--- src/rtl/alu_ctrl_pkg.sv ---
// alu_ctrl_pkg: shared constants for the ALU control unit and its
// multiply/divide sequencer (operation codes, funct codes, alu_op codes,
// sequencer state encoding).
package alu_ctrl_pkg;

  // ALU operation codes (4-bit base encoding, zero-extended by users)
  localparam logic [3:0] OPC_AND     = 4'b0000;
  localparam logic [3:0] OPC_OR      = 4'b0001;
  localparam logic [3:0] OPC_SLL     = 4'b0010;
  localparam logic [3:0] OPC_ADD     = 4'b0011;
  localparam logic [3:0] OPC_SUB     = 4'b0100;
  localparam logic [3:0] OPC_SRL     = 4'b0101;
  localparam logic [3:0] OPC_LUI     = 4'b0110;
  localparam logic [3:0] OPC_SLT     = 4'b0111;
  localparam logic [3:0] OPC_MULT    = 4'b1000;
  localparam logic [3:0] OPC_DEFAULT = 4'b1001;
  localparam logic [3:0] OPC_DIV     = 4'b1010;
  localparam logic [3:0] OPC_MFHI    = 4'b1011;
  localparam logic [3:0] OPC_MFLO    = 4'b1100;

  // R-type funct field values
  localparam logic [5:0] FN_SLL  = 6'h00;
  localparam logic [5:0] FN_SRL  = 6'h02;
  localparam logic [5:0] FN_MFHI = 6'h10;
  localparam logic [5:0] FN_MFLO = 6'h12;
  localparam logic [5:0] FN_MULT = 6'h18;
  localparam logic [5:0] FN_DIV  = 6'h1A;
  localparam logic [5:0] FN_ADD  = 6'h20;
  localparam logic [5:0] FN_SUB  = 6'h22;
  localparam logic [5:0] FN_AND  = 6'h24;
  localparam logic [5:0] FN_OR   = 6'h25;
  localparam logic [5:0] FN_SLT  = 6'h2A;

  // alu_op values from the main control unit
  localparam logic [2:0] AOP_ORI   = 3'b001;
  localparam logic [2:0] AOP_LUI   = 3'b010;
  localparam logic [2:0] AOP_ANDI  = 3'b011;
  localparam logic [2:0] AOP_ADDI  = 3'b100;
  localparam logic [2:0] AOP_SLTI  = 3'b101;
  localparam logic [2:0] AOP_RTYPE = 3'b111;

  // Multiply/divide sequencer states
  typedef enum logic [1:0] {
    ST_IDLE = 2'd0,
    ST_BUSY = 2'd1,
    ST_DONE = 2'd2
  } md_state_t;

  function automatic int max_int(input int a, input int b);
    return (a > b) ? a : b;
  endfunction

endpackage

--- src/rtl/alu_control_seq_if.sv ---
// alu_control_seq_if: decode-stage request from the main control unit and
// the ALU / multiply-divide control outputs returned to the datapath.
interface alu_control_seq_if #(
  parameter int ALU_OP_WIDTH = 3,
  parameter int FUNCT_WIDTH  = 6,
  parameter int OPER_WIDTH   = 4
);
  logic                    valid_i;
  logic [ALU_OP_WIDTH-1:0] alu_op_i;
  logic [FUNCT_WIDTH-1:0]  alu_function_i;
  logic [OPER_WIDTH-1:0]   alu_operation_o;
  logic                    illegal_o;
  logic                    md_start_o;
  logic                    md_op_o;
  logic                    stall_o;
  logic                    hilo_we_o;

  // Control-unit / datapath side
  modport master (
    output valid_i, alu_op_i, alu_function_i,
    input  alu_operation_o, illegal_o, md_start_o, md_op_o, stall_o, hilo_we_o
  );

  // ALU control unit side
  modport slave (
    input  valid_i, alu_op_i, alu_function_i,
    output alu_operation_o, illegal_o, md_start_o, md_op_o, stall_o, hilo_we_o
  );
endinterface

--- src/rtl/alu_decode.sv ---
// alu_decode: purely combinational selector {alu_op, funct} -> operation
// code plus class flags for the sequencer.
// Optional feature macro: ALU_CTRL_DIV_EN (DIV decoded and flagged; when
// undefined funct 0x1A falls to the default/illegal entry).
module alu_decode
  import alu_ctrl_pkg::*;
#(
  parameter int ALU_OP_WIDTH = 3,
  parameter int FUNCT_WIDTH  = 6,
  parameter int OPER_WIDTH   = 4
) (
  input  logic                    valid,
  input  logic [ALU_OP_WIDTH-1:0] alu_op,
  input  logic [FUNCT_WIDTH-1:0]  funct,
  output logic [OPER_WIDTH-1:0]   operation,
  output logic                    illegal,
  output logic                    is_md,
  output logic                    is_div,
  output logic                    is_mf
);

  logic [3:0] code;
  logic       hit;

  // Table lookup: R-type entries use funct, I-type entries ignore it
  always_comb begin
    code   = OPC_DEFAULT;
    hit    = 1'b0;
    is_md  = 1'b0;
    is_div = 1'b0;
    is_mf  = 1'b0;
    if (alu_op == ALU_OP_WIDTH'(AOP_RTYPE)) begin
      case (funct)
        FUNCT_WIDTH'(FN_ADD):  begin code = OPC_ADD;  hit = 1'b1; end
        FUNCT_WIDTH'(FN_SUB):  begin code = OPC_SUB;  hit = 1'b1; end
        FUNCT_WIDTH'(FN_AND):  begin code = OPC_AND;  hit = 1'b1; end
        FUNCT_WIDTH'(FN_OR):   begin code = OPC_OR;   hit = 1'b1; end
        FUNCT_WIDTH'(FN_SLT):  begin code = OPC_SLT;  hit = 1'b1; end
        FUNCT_WIDTH'(FN_SLL):  begin code = OPC_SLL;  hit = 1'b1; end
        FUNCT_WIDTH'(FN_SRL):  begin code = OPC_SRL;  hit = 1'b1; end
        FUNCT_WIDTH'(FN_MULT): begin code = OPC_MULT; hit = 1'b1; is_md = 1'b1; end
`ifdef ALU_CTRL_DIV_EN
        FUNCT_WIDTH'(FN_DIV):  begin code = OPC_DIV;  hit = 1'b1; is_md = 1'b1; is_div = 1'b1; end
`endif
        FUNCT_WIDTH'(FN_MFHI): begin code = OPC_MFHI; hit = 1'b1; is_mf = 1'b1; end
        FUNCT_WIDTH'(FN_MFLO): begin code = OPC_MFLO; hit = 1'b1; is_mf = 1'b1; end
        default: ;
      endcase
    end else begin
      case (alu_op)
        ALU_OP_WIDTH'(AOP_ADDI): begin code = OPC_ADD; hit = 1'b1; end
        ALU_OP_WIDTH'(AOP_ORI):  begin code = OPC_OR;  hit = 1'b1; end
        ALU_OP_WIDTH'(AOP_LUI):  begin code = OPC_LUI; hit = 1'b1; end
        ALU_OP_WIDTH'(AOP_ANDI): begin code = OPC_AND; hit = 1'b1; end
        ALU_OP_WIDTH'(AOP_SLTI): begin code = OPC_SLT; hit = 1'b1; end
        default: ;
      endcase
    end
  end

  assign operation = OPER_WIDTH'(code);
  assign illegal   = valid & ~hit;

endmodule

--- src/rtl/alu_control_seq.sv ---
// alu_control_seq: ALU control decode plus a small sequencer that issues
// multi-cycle MULT/DIV, stalls dependent instructions and pulses the HI/LO
// write enable when the operation completes.
// Optional feature macro: ALU_CTRL_DIV_EN (DIV sequenced with DIV_CYCLES).
module alu_control_seq
  import alu_ctrl_pkg::*;
#(
  parameter int ALU_OP_WIDTH = 3,
  parameter int FUNCT_WIDTH  = 6,
  parameter int OPER_WIDTH   = 4,
  parameter int MULT_CYCLES  = 4,
  parameter int DIV_CYCLES   = 32
) (
  input  logic              clk,
  input  logic              reset,
  alu_control_seq_if.slave  bus
);

`ifdef ALU_CTRL_DIV_EN
  localparam bit DIV_EN = 1'b1;
`else
  localparam bit DIV_EN = 1'b0;
`endif

  // The counter only ever holds CYCLES-1, so clog2 of the longest op fits it
  localparam int MD_MAX    = DIV_EN ? max_int(MULT_CYCLES, DIV_CYCLES) : MULT_CYCLES;
  localparam int CNT_W     = max_int(1, $clog2(MD_MAX));
  localparam logic [CNT_W-1:0] MULT_LOAD = CNT_W'(max_int(MULT_CYCLES, 1) - 1);
  localparam logic [CNT_W-1:0] DIV_LOAD  = CNT_W'(max_int(DIV_CYCLES, 1) - 1);

  logic             is_md;
  logic             is_div;
  logic             is_mf;
  md_state_t        state_reg, state_next;
  logic [CNT_W-1:0] cnt_reg, cnt_next;
  logic             md_op_reg, md_op_next;
  logic             start;
  logic             hilo;

  alu_decode #(
    .ALU_OP_WIDTH (ALU_OP_WIDTH),
    .FUNCT_WIDTH  (FUNCT_WIDTH),
    .OPER_WIDTH   (OPER_WIDTH)
  ) u_decode (
    .valid     (bus.valid_i),
    .alu_op    (bus.alu_op_i),
    .funct     (bus.alu_function_i),
    .operation (bus.alu_operation_o),
    .illegal   (bus.illegal_o),
    .is_md     (is_md),
    .is_div    (is_div),
    .is_mf     (is_mf)
  );

  // Sequencer next-state: accept in IDLE, count down in BUSY, pulse in DONE
  always_comb begin
    state_next = state_reg;
    cnt_next   = cnt_reg;
    md_op_next = md_op_reg;
    start      = 1'b0;
    hilo       = 1'b0;
    case (state_reg)
      ST_IDLE: begin
        if (bus.valid_i && is_md) begin
          start      = 1'b1;
          md_op_next = is_div;
          cnt_next   = (DIV_EN && is_div) ? DIV_LOAD : MULT_LOAD;
          state_next = ST_BUSY;
        end
      end
      ST_BUSY: begin
        if (cnt_reg == '0) begin
          state_next = ST_DONE;
        end else begin
          cnt_next = cnt_reg - 1'b1;
        end
      end
      ST_DONE: begin
        hilo       = 1'b1;
        state_next = ST_IDLE;
      end
      default: state_next = ST_IDLE;
    endcase
  end

  // Sequencer state, counter and latched operation type
  always_ff @(posedge clk) begin
    if (reset) begin
      state_reg <= ST_IDLE;
      cnt_reg   <= '0;
      md_op_reg <= 1'b0;
    end else begin
      state_reg <= state_next;
      cnt_reg   <= cnt_next;
      md_op_reg <= md_op_next;
    end
  end

  // Handshake outputs are forced quiet while reset is held; md_op shows the
  // new operation type already in the accept cycle.
  assign bus.md_start_o = start & ~reset;
  assign bus.hilo_we_o  = hilo & ~reset;
  assign bus.md_op_o    = md_op_next & ~reset;
  assign bus.stall_o    = ~reset & (state_reg != ST_IDLE) & bus.valid_i & (is_md | is_mf);

endmodule

--- src/flat_wrapper.sv ---
// flat-port wrapper written by rule: the top's interface ports become plain ports
module alu_control_seq_flat import alu_ctrl_pkg::*;
#(
  parameter int ALU_OP_WIDTH = 3,
  parameter int FUNCT_WIDTH  = 6,
  parameter int OPER_WIDTH   = 4,
  parameter int MULT_CYCLES  = 4,
  parameter int DIV_CYCLES   = 32
)
  (clk, reset, bus_valid_i, bus_alu_op_i, bus_alu_function_i, bus_alu_operation_o, bus_illegal_o, bus_md_start_o, bus_md_op_o, bus_stall_o, bus_hilo_we_o);
  alu_control_seq_if #(.ALU_OP_WIDTH(ALU_OP_WIDTH), .FUNCT_WIDTH(FUNCT_WIDTH), .OPER_WIDTH(OPER_WIDTH)) bus_i ();
  input  logic clk;
  input  logic reset;
  input wire logic [$bits(bus_i.valid_i)-1:0] bus_valid_i;
  input wire logic [$bits(bus_i.alu_op_i)-1:0] bus_alu_op_i;
  input wire logic [$bits(bus_i.alu_function_i)-1:0] bus_alu_function_i;
  output wire logic [$bits(bus_i.alu_operation_o)-1:0] bus_alu_operation_o;
  output wire logic [$bits(bus_i.illegal_o)-1:0] bus_illegal_o;
  output wire logic [$bits(bus_i.md_start_o)-1:0] bus_md_start_o;
  output wire logic [$bits(bus_i.md_op_o)-1:0] bus_md_op_o;
  output wire logic [$bits(bus_i.stall_o)-1:0] bus_stall_o;
  output wire logic [$bits(bus_i.hilo_we_o)-1:0] bus_hilo_we_o;
  assign bus_i.valid_i = bus_valid_i;
  assign bus_i.alu_op_i = bus_alu_op_i;
  assign bus_i.alu_function_i = bus_alu_function_i;
  assign bus_alu_operation_o = bus_i.alu_operation_o;
  assign bus_illegal_o = bus_i.illegal_o;
  assign bus_md_start_o = bus_i.md_start_o;
  assign bus_md_op_o = bus_i.md_op_o;
  assign bus_stall_o = bus_i.stall_o;
  assign bus_hilo_we_o = bus_i.hilo_we_o;
  alu_control_seq #(.ALU_OP_WIDTH(ALU_OP_WIDTH), .FUNCT_WIDTH(FUNCT_WIDTH), .OPER_WIDTH(OPER_WIDTH), .MULT_CYCLES(MULT_CYCLES), .DIV_CYCLES(DIV_CYCLES)) u_core (.clk(clk), .reset(reset), .bus(bus_i));
endmodule
--- config.mk ---
export PLATFORM = sky130hd
export DESIGN_NAME = alu_control_seq_flat
export DESIGN_NICKNAME = d
export VERILOG_FILES = /design/src/rtl/alu_ctrl_pkg.sv /design/src/rtl/alu_control_seq_if.sv /design/src/rtl/alu_decode.sv /design/src/rtl/alu_control_seq.sv /design/src/flat_wrapper.sv
export SDC_FILE = /design/constraint.sdc
export NUM_CORES = 1
export LEC_CHECK = 0
export CAP_MARGIN = 0
export CORE_MARGIN = 5
export CORE_UTILIZATION = 39
export CTS_CLUSTER_DIAMETER = 120
export DETAILED_ROUTE_END_ITERATION = 8
export PLACE_DENSITY_LB_ADDON = 0.12
export SLEW_MARGIN = 30
export SYNTH_ARGS = -nofsm -noshare
export SYNTH_HDL_FRONTEND = slang
export SYNTH_SLANG_ARGS = --single-unit
--- constraint.sdc ---
create_clock -name clk -period 1.7 [get_ports clk]
set_input_delay 0.34 -clock clk [delete_from_list [all_inputs] [get_ports clk]]
set_output_delay 0.34 -clock clk [all_outputs]
set_load 0.005 [all_outputs]
==> PnR_summary.wiki, run 1 <==
{| class="wikitable"
! Metric !! Value
|-
| Power density of the placed cells || 391 mW/mm2
|-
| Worst R2R Setup Slack || 0.28 ns
|-
| Critical path startpoint category || input pin
|-
| Skew-Pair Late Insertion Delay || 0.24 ns
|-
| Aggregate routed wire length || 1950 um
|-
| Max Clk Rate || 508 MHz
|-
| Path depth of the worst reg2reg path || 6
|-
| Per-cell routed wire length || 14.1 um
|-
| Remaining global-route overflow || 0
|-
| Setup repair after global routing missed its margin || yes
|-
| Path type of the worst setup path || in2out
|-
| Chip Width || 48.6 um
|-
| Actual slew at the worst max-slew pin || 0.334 ns
|-
| Post-route minimum period || 1.97 ns
|-
| Slowest cell delay on critical path || 0.39 ns
|-
| Crit path max fanout || 4
|-
| Total instance count after detailed placement || 127
|-
| Data arrival at the endpoint of the critical path || 1.63 ns
|-
| Violations in the final reports || setup timing
|-
| Post-Synthesis Cells || 71
|-
| Number of top-level pins || 21
|-
| Global-route wire length before repair || 3030 um
|-
| Master cell of the clock root buffer || clkbuf_4
|-
| Die Ht || 48.6 um
|-
| Pin count of the biggest net entering global routing || 10
|-
| Max stage delay cell, worst path || or3_4
|-
| Netlist cell types || 40
|-
| Total CTS buffers || 3
|-
| Most used cells in the layout excluding fill and tap cells || buf_4 (25), buf_2 (11), dlygate4sd2_1 (6), buf_6 (6)
|-
| Number of filler instances in the final layout || 107
|-
| Average cell area after synthesis || 8.18 um2
|-
| Initial detailed-routing violation count || 15
|-
| Clock tree from TritonCTS || built
|-
| Non-filler instance count after layout || 138
|-
| Antenna-violating nets left || 0
|-
| Worst Min Path Start || u_core.md_op_reg
|-
| Number of nets in the layout || 136
|-
| Period utilisation layout || 116%
|-
| Post-detail-place hpwl || 1260 um
|-
| Final GP Congestion || 0.770
|-
| Share of synthesized area occupied by flip-flops and latches || 17.2%
|-
| Worst reg2reg endpoint || u_core.cnt_reg[0]
|-
| Initial core utilization || 39.9%
|-
| Standard cell core area || 0.00145 mm2
|-
| Skew final || 0.00110 ns
|-
| Worst min-delay path category || reg2reg
|-
| Mapped cell area || 581 um2
|-
| Buf+Inv Stages, Crit Path || 3
|-
| Sink count of the clock tree || 5
|-
| Number of iterations in the first detailed-routing pass || 4
|-
| Share of cells above drive strength 1 || 55.7%
|-
| Outcome || complete, but fails checks
|-
| Worst vdd ir || 391 uV
|-
| Number of global-route vias before repair || 692
|-
| Synth-to-Final Area Change || 94.8%
|-
| Crit path from || bus_alu_function_i[3]
|-
| Mapped Nets || 84
|-
| Required time at the endpoint of the critical path || 1.36 ns
|-
| Total count of hold-check failures in the final report || 0
|-
| Port buffer count || 20
|-
| Count of maximum capacitance violations || 0
|-
| Total number of placement rows || 14
|-
| Cell breakdown of the critical path || buf_8 -> or3_4 -> a31oi_4 -> o21ai_2 -> buf_4 -> o32a_1 -> buf_2
|-
| Setup Viol. Count Final || 6
|-
| Launch instance of the worst register-to-register path || u_core.cnt_reg[0]
|-
| H-tree depth reported by CTS || 1
|-
| Worst-case headroom to the max-slew limit || 77.7%
|-
| Number of vias per cell || 5.37
|-
| Leading cell type in the layout, fill and taps excluded || buf_4
|-
| Count of hold buffers inserted by post-cts repair || 0
|-
| Initial antenna violation count || 0
|-
| Slew Viols, Final || 0
|-
| GRT Overall Usage || 16.0%
|-
| Number of antenna cells inserted || 0
|-
| Worst setup path end || bus_alu_operation_o[0]
|-
| Die Outline Area || 0.00236 mm2
|-
| Worst slack, placed || -0.884 ns
|-
| Worst Hold Depth || 2
|-
| CTS clock-pin slew for the worst setup and hold paths || 0.04 ns
|-
| Depth of the critical timing path with buffers and inverters included || 7
|-
| Setup_tns || -0.764 ns
|-
| Number of warnings printed during yosys synthesis || 0
|-
| Number of vias after detailed routing || 741
|-
| Synth Register Bits || 5
|-
| Final worst setup slack || -0.269 ns
|-
| CTS max path bufs || 2
|-
| Number of remaining DRC errors || 0
|-
| LEAKAGE || 0.498 nW
|-
| Family of cells with the greatest summed delay on the critical path || compound AO/OA/AOI/OAI gates
|-
| CP endpoint kind || output pin
|}
## per-stage QoR
stage	hold WS (ns)	instance area, um2	util (%)	power, W
after floorplan	0.436	581	-	0.000178
after global placement	0.450	946	65.1	0.000267
after detailed placement	0.460	946	65.1	0.000268
after CTS	0.468	1040	71.8	0.000425
after global routing	0.499	1130	77.8	0.000475
final	0.479	1130	77.8	0.000442
## synthesized netlist by cell type
library cell,n,share of area [%]
mux2_2,1,1.9
o311a_1,1,1.7
a2111oi_2,1,2.6
o211ai_1,1,1.3
o32a_1,1,1.7
inv_1,5,3.2
nand4_2,1,2.2
a31oi_1,3,3.2
xnor2_1,1,1.5
o31a_1,1,1.5
nor4b_1,1,1.5
a21o_1,2,2.6
buf_6,3,5.8
nor3b_1,1,1.3
o21ai_0,1,0.86
a21oi_1,5,4.3
nand4bb_1,2,3.9
nor2_1,6,3.9
nor4b_2,1,2.6
nand2b_1,3,3.2
nor4_1,1,1.1
o31ai_1,2,2.6
nand3_1,1,0.86
or3_1,1,1.1
nand2_1,4,2.6
and2_1,1,1.1
nor3_1,2,1.7
o21a_1,1,1.3
nor3_4,1,2.8
dfxtp_1,5,17
clkbuf_1,1,0.65
a221oi_1,1,1.5
nor2b_1,2,2.2
nand4_1,1,1.1
and3_1,1,1.1
o211a_1,1,1.7
ha_1,1,2.2
buf_2,1,0.86
o21ai_1,1,0.86
a2111oi_4,1,4.7
## how the worst min path moves through the flow
stage	endpoint
floorplan	u_core.md_op_reg
global placement	u_core.md_op_reg
detailed placement	u_core.md_op_reg
CTS	u_core.md_op_reg
global route	u_core.md_op_reg
finish	u_core.md_op_reg
## layer usage
metal | wire (um) | vias up | GRT usage [%]
met5 | 0 | - | 0
met4 | 0 | 0 | 4.04
met3 | 105 | 0 | 7.36
met2 | 1000 | 13 | 25.7
met1 | 845 | 354 | 19.0
li1 | - | 374 | -
## what timing repair did
| action | CTS | global route |
|---|---|---|
| buffers inserted | 7 | 2 |
| pin swaps | 11 | 11 |
| gates cloned | 0 | 0 |
| resized for setup | 85 | 16 |
| setup endpoints to repair | 12 | 8 |
| hold endpoints to repair | 0 | 0 |
## worst reg2reg max path: cells and delay by family (launching register included)
kind                       cells  cell delay (ns)
adders and majority gates      1             0.20
AOI/OAI and AO/OA              2             0.45
and+or+nand+nor                1             0.07
buffers and inverters          1             0.08
muxes                          1             0.26
DFF                            1             0.32
## where the power goes
group	switching [W]	internal [W]	leakage, nW	total (W)
Sequential	0.0000000934	0.000118	0.0408	0.000118
Combinational	0.0000806	0.000102	0.442	0.000183
Clock	0.0000521	0.0000890	0.0150	0.000141
## kinds of logic (layout without fill, tap and decap cells)
logic type,count (synthesis),count (layout),share of synthesized area [%]
muxes,1,1,1.94
adders and majority gates,1,1,2.15
xor gates and xnor gates,1,1,1.51
buffers and inverters,10,61,10.6
and+or+nand+nor,30,30,34.1
AOI/OAI and AO/OA,23,23,32.5
DFF,5,5,17.2
## cell type report
type / count / area, um2 / share of cell area [%]
repair buffers: 52 / 423 / 37.4
clock buffers: 4 / 26.3 / 2.32
inverters: 5 / 18.8 / 1.66
flip-flops and latches: 5 / 101 / 8.96
multi-input cells: 56 / 542 / 47.9
well taps: 16 / 20.0 / 1.77
No activity file was read; power rests on OpenSTA's default activity.
==> run 2: changes to the inputs <==
CTS_CLUSTER_SIZE = 20   (was default)
==> results of run 2 <==
Final layout, timing and power as in run 1 (identical DEF).
